**src/rtl/tcp_tx_sched.sv**
```systemverilog
`default_nettype none
// ============================================================================
// Module : tcp_tx_sched
// Brief  : Round-robin TCP flow scheduler, one grant outstanding at a time.
// Rev    : 1.0
// ============================================================================
module tcp_tx_sched #(
    parameter int FLOWID_W = 3
) (
    input  logic                clk,
    input  logic                rst_n,
    input  logic                sched_en,
    input  logic                app_sched_act_val,
    input  logic [FLOWID_W-1:0] app_sched_act_flowid,
    output logic                sched_app_act_rdy,
    output logic                sched_tx_req_val,
    output logic [FLOWID_W-1:0] sched_tx_req_flowid,
    input  logic                tx_sched_req_rdy,
    input  logic                sched_tx_update_val,
    input  logic [FLOWID_W-1:0] sched_tx_update_flowid,
    input  logic                sched_tx_update_requeue,
    output logic                sched_tx_update_rdy,
    output logic                sched_err,
    output logic [31:0]         stat_grant_cnt
);

    localparam int NUM_FLOWS = 2 ** FLOWID_W;

    typedef enum logic [1:0] {
        ST_IDLE     = 2'd0,
        ST_GRANT    = 2'd1,
        ST_WAIT_UPD = 2'd2
    } state_t;

    state_t                r_state;
    state_t                w_next_state;
    logic [NUM_FLOWS-1:0]  r_pending;
    logic [FLOWID_W-1:0]   r_rr_ptr;
    logic [FLOWID_W-1:0]   r_grant_flowid;
    logic                  r_req_val;
    logic                  r_act_rdy;
    logic                  r_err;
    logic [31:0]           r_grant_cnt;

    logic                  w_grant_start;
    logic                  w_req_acc;
    logic                  w_upd_acc;
    logic                  w_any;
    logic [FLOWID_W-1:0]   w_sel;
    logic [FLOWID_W-1:0]   w_idx;
    logic [NUM_FLOWS-1:0]  w_set;
    logic [NUM_FLOWS-1:0]  w_clr;

    // First pending flow at or after the pointer, wrapping through the top.
    always_comb begin
        w_any = 1'b0;
        w_sel = '0;
        w_idx = '0;
        for (int i = 0; i < NUM_FLOWS; i++) begin
            w_idx = r_rr_ptr + FLOWID_W'(i);
            if (!w_any && r_pending[w_idx]) begin
                w_any = 1'b1;
                w_sel = w_idx;
            end
        end
    end

    always_ff @(posedge clk or negedge rst_n) begin
        if (!rst_n) begin
            r_state <= ST_IDLE;
        end else begin
            r_state <= w_next_state;
        end
    end

    always_comb begin
        w_next_state  = r_state;
        w_grant_start = 1'b0;
        w_req_acc     = 1'b0;
        w_upd_acc     = 1'b0;
        case (r_state)
            ST_IDLE: begin
                if (sched_en && w_any) begin
                    w_grant_start = 1'b1;
                    w_next_state  = ST_GRANT;
                end
            end
            ST_GRANT: begin
                if (tx_sched_req_rdy) begin
                    w_req_acc    = 1'b1;
                    w_next_state = ST_WAIT_UPD;
                end
            end
            ST_WAIT_UPD: begin
                if (sched_tx_update_val) begin
                    w_upd_acc    = 1'b1;
                    w_next_state = ST_IDLE;
                end
            end
            default: w_next_state = ST_IDLE;
        endcase
    end

    // Sets are applied after clears so a same-cycle activation keeps the bit.
    always_comb begin
        w_set = '0;
        w_clr = '0;
        if (w_grant_start) begin
            w_clr = NUM_FLOWS'(1) << w_sel;
        end
        if (app_sched_act_val && r_act_rdy) begin
            w_set = w_set | (NUM_FLOWS'(1) << app_sched_act_flowid);
        end
        if (w_upd_acc && sched_tx_update_requeue) begin
            w_set = w_set | (NUM_FLOWS'(1) << r_grant_flowid);
        end
    end

    always_ff @(posedge clk or negedge rst_n) begin
        if (!rst_n) begin
            r_pending      <= '0;
            r_rr_ptr       <= '0;
            r_grant_flowid <= '0;
            r_req_val      <= 1'b0;
            r_act_rdy      <= 1'b0;
            r_err          <= 1'b0;
            r_grant_cnt    <= 32'd0;
        end else begin
            r_act_rdy <= 1'b1;
            r_pending <= (r_pending & ~w_clr) | w_set;
            r_req_val <= (w_next_state == ST_GRANT);
            if (w_grant_start) begin
                r_grant_flowid <= w_sel;
            end
            if (w_req_acc) begin
                r_grant_cnt <= r_grant_cnt + 32'd1;
            end
            // A mismatched report still retires the grant actually issued.
            if (w_upd_acc) begin
                r_rr_ptr <= r_grant_flowid + FLOWID_W'(1);
                if (sched_tx_update_flowid != r_grant_flowid) begin
                    r_err <= 1'b1;
                end
            end
        end
    end

    assign sched_app_act_rdy   = r_act_rdy;
    assign sched_tx_req_val    = r_req_val;
    assign sched_tx_req_flowid = r_grant_flowid;
    assign sched_tx_update_rdy = (r_state == ST_WAIT_UPD);
    assign sched_err           = r_err;
    assign stat_grant_cnt      = r_grant_cnt;

endmodule
`default_nettype wire

```
**config.mk**
```make
export PLATFORM = sky130hd
export DESIGN_NAME = tcp_tx_sched
export DESIGN_NICKNAME = d
export VERILOG_FILES = /design/src/rtl/tcp_tx_sched.sv
export SDC_FILE = /design/constraint.sdc
export NUM_CORES = 1
export LEC_CHECK = 0
export CAP_MARGIN = 40
export CORE_UTILIZATION = 49
export CTS_CLUSTER_SIZE = 30
export DETAILED_ROUTE_END_ITERATION = 6
export GPL_TIMING_DRIVEN = 0
export HOLD_SLACK_MARGIN = 0.1
export PLACE_DENSITY = 0.77
export SYNTH_ARGS = -nofsm -noshare
export SYNTH_HDL_FRONTEND = slang
export SYNTH_SLANG_ARGS = --single-unit
```
**constraint.sdc**
```tcl
create_clock -name clk -period 4.44 [get_ports clk]
set_clock_uncertainty 0.2 [all_clocks]
set_input_delay 0.444 -clock clk [delete_from_list [all_inputs] [get_ports clk]]
set_output_delay 0.444 -clock clk [all_outputs]
set_load 0.01 [all_outputs]
```
==> impl_metrics.py <==
metrics = {
    "logic_synthesis": {
        "synth_commonest_cells": "dfrtp_1 (51), nand2_1 (31), xnor2_1 (24), nor2_1 (20)",
        "ys_seq_area_share_pct": 37.9,
        "synthDistinctLibCells": 60,
        "synth_area_per_cell_um2": 10.3,
        "yosys.area_share.simple_pct": 19.0,
        "synthAdderAreaFrac_pct": 3.35,
        "ys_ff_latch": 51,
        "synth_area_um2": 3370,
        "synth_edf_count": 0,
        "syn_inst": 327,
        "yosysMostFrequentCell": "dfrtp_1",
        "synth_compound_gate_area_share_pct": 12.1,
        "ys.flop_type": "dfrtp_1",
        "yosys.area.top_type": "dfrtp_1",
        "yosys_warnings": 0,
        "synth_nets": 349,
        "synthXorXnorAreaFrac_pct": 9.89,
        "synth_top_area_share_pct": 37.9,
        "synthTopCellsByArea": "dfrtp_1 (38%), mux4_2 (7.4%), xnor2_1 (6.2%), xor2_1 (3.6%), nand2_1 (3.5%)",
        "synth_top_family_by_area": "simple AND/OR/NAND/NOR gates",
        "synth_mux_area_share_pct": 14.8,
        "ys_async_sr_fraction_pct": 100,
    },
    "clock_network": {
        "cts_root_buffer": "clkbuf_8",
        "htreeDepth": 2,
        "numCtsBuffers": 5,
        "clk_pin_slew_ns": 0.10,
        "insertion_delay_ns": 0.31,
        "cts_tree": "built",
        "clock_sinks": 51,
        "max-clock-path-buffers": 2,
    },
    "finish": {
        "drive_above_1_share_pct": 12.3,
        "syn_to_final_growth_pct": 22.5,
        "finalCoreUtilization_pct": 63.5,
        "nets": 410,
        "antenna_cells": 0,
        "final-instance-count-excl-fill": 466,
    },
    "power": {
        "total_power_w": 0.00304,
        "leakage_nw": 1.73,
        "p_per_area_nw_per_um2": 739,
        "ir_worst_vdd_v": 0.000375,
    },
    "detailed_routing": {
        "drc": 1,
        "wl_per_cell_um": 16.5,
        "wirelength_um": 7710,
        "drt-vias-per-instance": 5.88,
        "firstDrtPassIters": 7,
        "ant_nets": 0,
        "drt_iter0_markers": 125,
        "vias": 2740,
    },
    "floorplanning": {
        "die_x_um": 84.9,
        "start_util_pct": 51.8,
        "rows": 29,
        "coreArea_um2": 6490,
        "dieArea_um2": 7200,
        "dieHeight_um": 84.9,
        "io_pins": 52,
    },
    "place": {
        "dp_hpwl_um": 5670,
        "portBuffers": 51,
        "place_inst": 456,
        "place_congestion": 0.954,
    },
    "setup_path": {
        "path_delay_family": "simple AND/OR/NAND/NOR gates",
        "crit_required_ns": 4.44,
        "worstPathCellList": "clkbuf_4 > inv_1 > ha_2 > buf_6 > mux2_4 > mux4_2 > o32ai_4 > nand3_4 > nor3_2 > or2b_1 > or4b_1 > a221o_1",
        "slowest_delay_ns": 0.49,
        "end_kind": "flip-flop",
        "cpMaxStageDelayCell": "mux4_2",
        "worstPathArrival_ns": 4.26,
        "worstSetupStartpointType": "flip-flop",
        "critical_path.max_fanout": 19,
        "crit_type": "reg -> reg",
        "critical_path_buf_inv_count": 3,
    },
    "run_status": {
        "status": "finished with violations",
        "failed_checks": "design-rule violations",
    },
    "grt": {
        "grt_pass1_wl_um": 12800,
        "overflow": 0,
        "grt_pass1_vias": 2628,
        "grtUsageTotal_pct": 22.3,
        "grt_max_degree": 28,
        "antenna_found_initial": 0,
    },
    "timing": {
        "rsz0062_at_grt": "false",
        "period_needed_ns": 4.26,
        "setup_tns_ns": 0,
        "setup_viol": 0,
        "tightestPinTransition_ns": 0.624,
        "timing.hold.ws_ns": 0.283,
        "max_slew_margin_pct": 58.4,
        "period_share_pct": 95.9,
        "slew_violations": 0,
        "fmax_ghz": 0.235,
        "hold_viol": 0,
    },
    "hold_path": {
        "min_path_type": "reg -> reg",
    },
    "flow_run": {
        "max_cap_viol_count": 0,
    },
}
## routing by layer
| layer | global-route usage (%) | routed length [um] |
|---|---|---|
| met1 | 32.5 | 3620 |
| met2 | 35.7 | 3600 |
| met3 | 3.70 | 426 |
| met4 | 4.31 | 57 |
| met5 | 0 | 0 |
## state kept, by name, summed over array words and instances, names as in the netlist
| signal | flops |
|---|---|
| sched_err | 1 |
| sched_tx_req_val | 1 |
| r_pending | 8 |
| sched_app_act_rdy | 1 |
| r_rr_ptr | 3 |
| r_state | 2 |
| sched_tx_req_flowid | 3 |
| stat_grant_cnt | 32 |
## cell usage in the layout, fill, tap and decap left out, types with 3 or more instances in the layout
cell type | Yosys | layout
a21o_1 | 3 | 3
a21oi_1 | 8 | 8
a22o_1 | 4 | 4
a22oi_1 | 4 | 4
a31oi_1 | 5 | 5
and2_1 | 4 | 4
and3_1 | 8 | 8
buf_2 | 4 | 4
clkbuf_1 | 4 | 3
clkbuf_8 | 0 | 5
clkdlybuf4s50_1 | 0 | 50
dfrtp_1 | 51 | 51
ha_1 | 9 | 8
inv_1 | 11 | 11
mux2_2 | 6 | 6
mux2_4 | 3 | 3
mux2i_1 | 9 | 9
mux4_2 | 11 | 11
nand2_1 | 31 | 31
nand2b_1 | 5 | 5
nand3_1 | 14 | 14
nand3b_1 | 3 | 3
nand4_1 | 7 | 7
nor2_1 | 20 | 20
nor2b_1 | 5 | 5
nor3_1 | 6 | 6
nor3b_1 | 3 | 3
o21ai_0 | 13 | 13
xnor2_1 | 24 | 24
xor2_1 | 14 | 14
## per-stage QoR
| stage | setup slack (ns) | cell area (um^2) |
|---|---|---|
| after floorplan | 0.265 | 3370 |
| after global placement | -0.143 | 3970 |
| after detailed placement | -0.213 | 3990 |
| after CTS | 0.0188 | 4100 |
| after global routing | 0.00451 | 4120 |
| final | 0.183 | 4120 |
## cells by family after synthesis
| family | Yosys count |
|---|---|
| AO/OA/AOI/OAI | 55 |
| other | 1 |
| AND/OR/NAND/NOR | 120 |
| buffers and inverters | 22 |
| adder cells (fa/ha/maj) | 9 |
| XOR/XNOR | 38 |
| multiplexers | 31 |
| flip-flops | 51 |
## repair_timing
item / in CTS / in global routing
gates cloned: 0 / 0
hold buffers: 1 / 0
resized for setup: 1 / 3
hold endpoints to repair: 26 / 0
buffers inserted: 0 / 2
setup endpoints to repair: 10 / 10
## report_power, final
group	total, W	switching, W	internal, W
combinational	0.00206	0.00112	0.000933
sequential	0.000704	0.000141	0.000563
clock	0.000283	0.000167	0.000116
## worst paths after layout
check                           cells past startpoint                     from  slack, ns                        endpoint
max in group asynchronous                           3                    rst_n       3.00   stat_grant_cnt[0]$_DFFE_PN0P_
worst max-delay path                               12  r_rr_ptr[1]$_DFFE_PN0P_       0.18          r_pending[3]$_DFF_PN0_
worst min register to register                      1    sched_err$_DFFE_PN0P_       0.28           sched_err$_DFFE_PN0P_
min in group asynchronous                           2                    rst_n       0.48  stat_grant_cnt[19]$_DFFE_PN0P_
worst max register to register                     12  r_rr_ptr[1]$_DFFE_PN0P_       0.18          r_pending[3]$_DFF_PN0_
worst min-delay path                                1    sched_err$_DFFE_PN0P_       0.28           sched_err$_DFFE_PN0P_
## layout make-up
class,instances,area (um^2)
Clock inverter,3,27.5
Clock buffer,5,68.8
Sequential cell,51,1280
Tap cell,77,96.3
Buffer,9,48.8
Fill cell,536,2370
Timing Repair Buffer,55,551
Inverter,12,48.8
Multi-Input combinational cell,254,2000
Power figures use the tool's default switching activity.
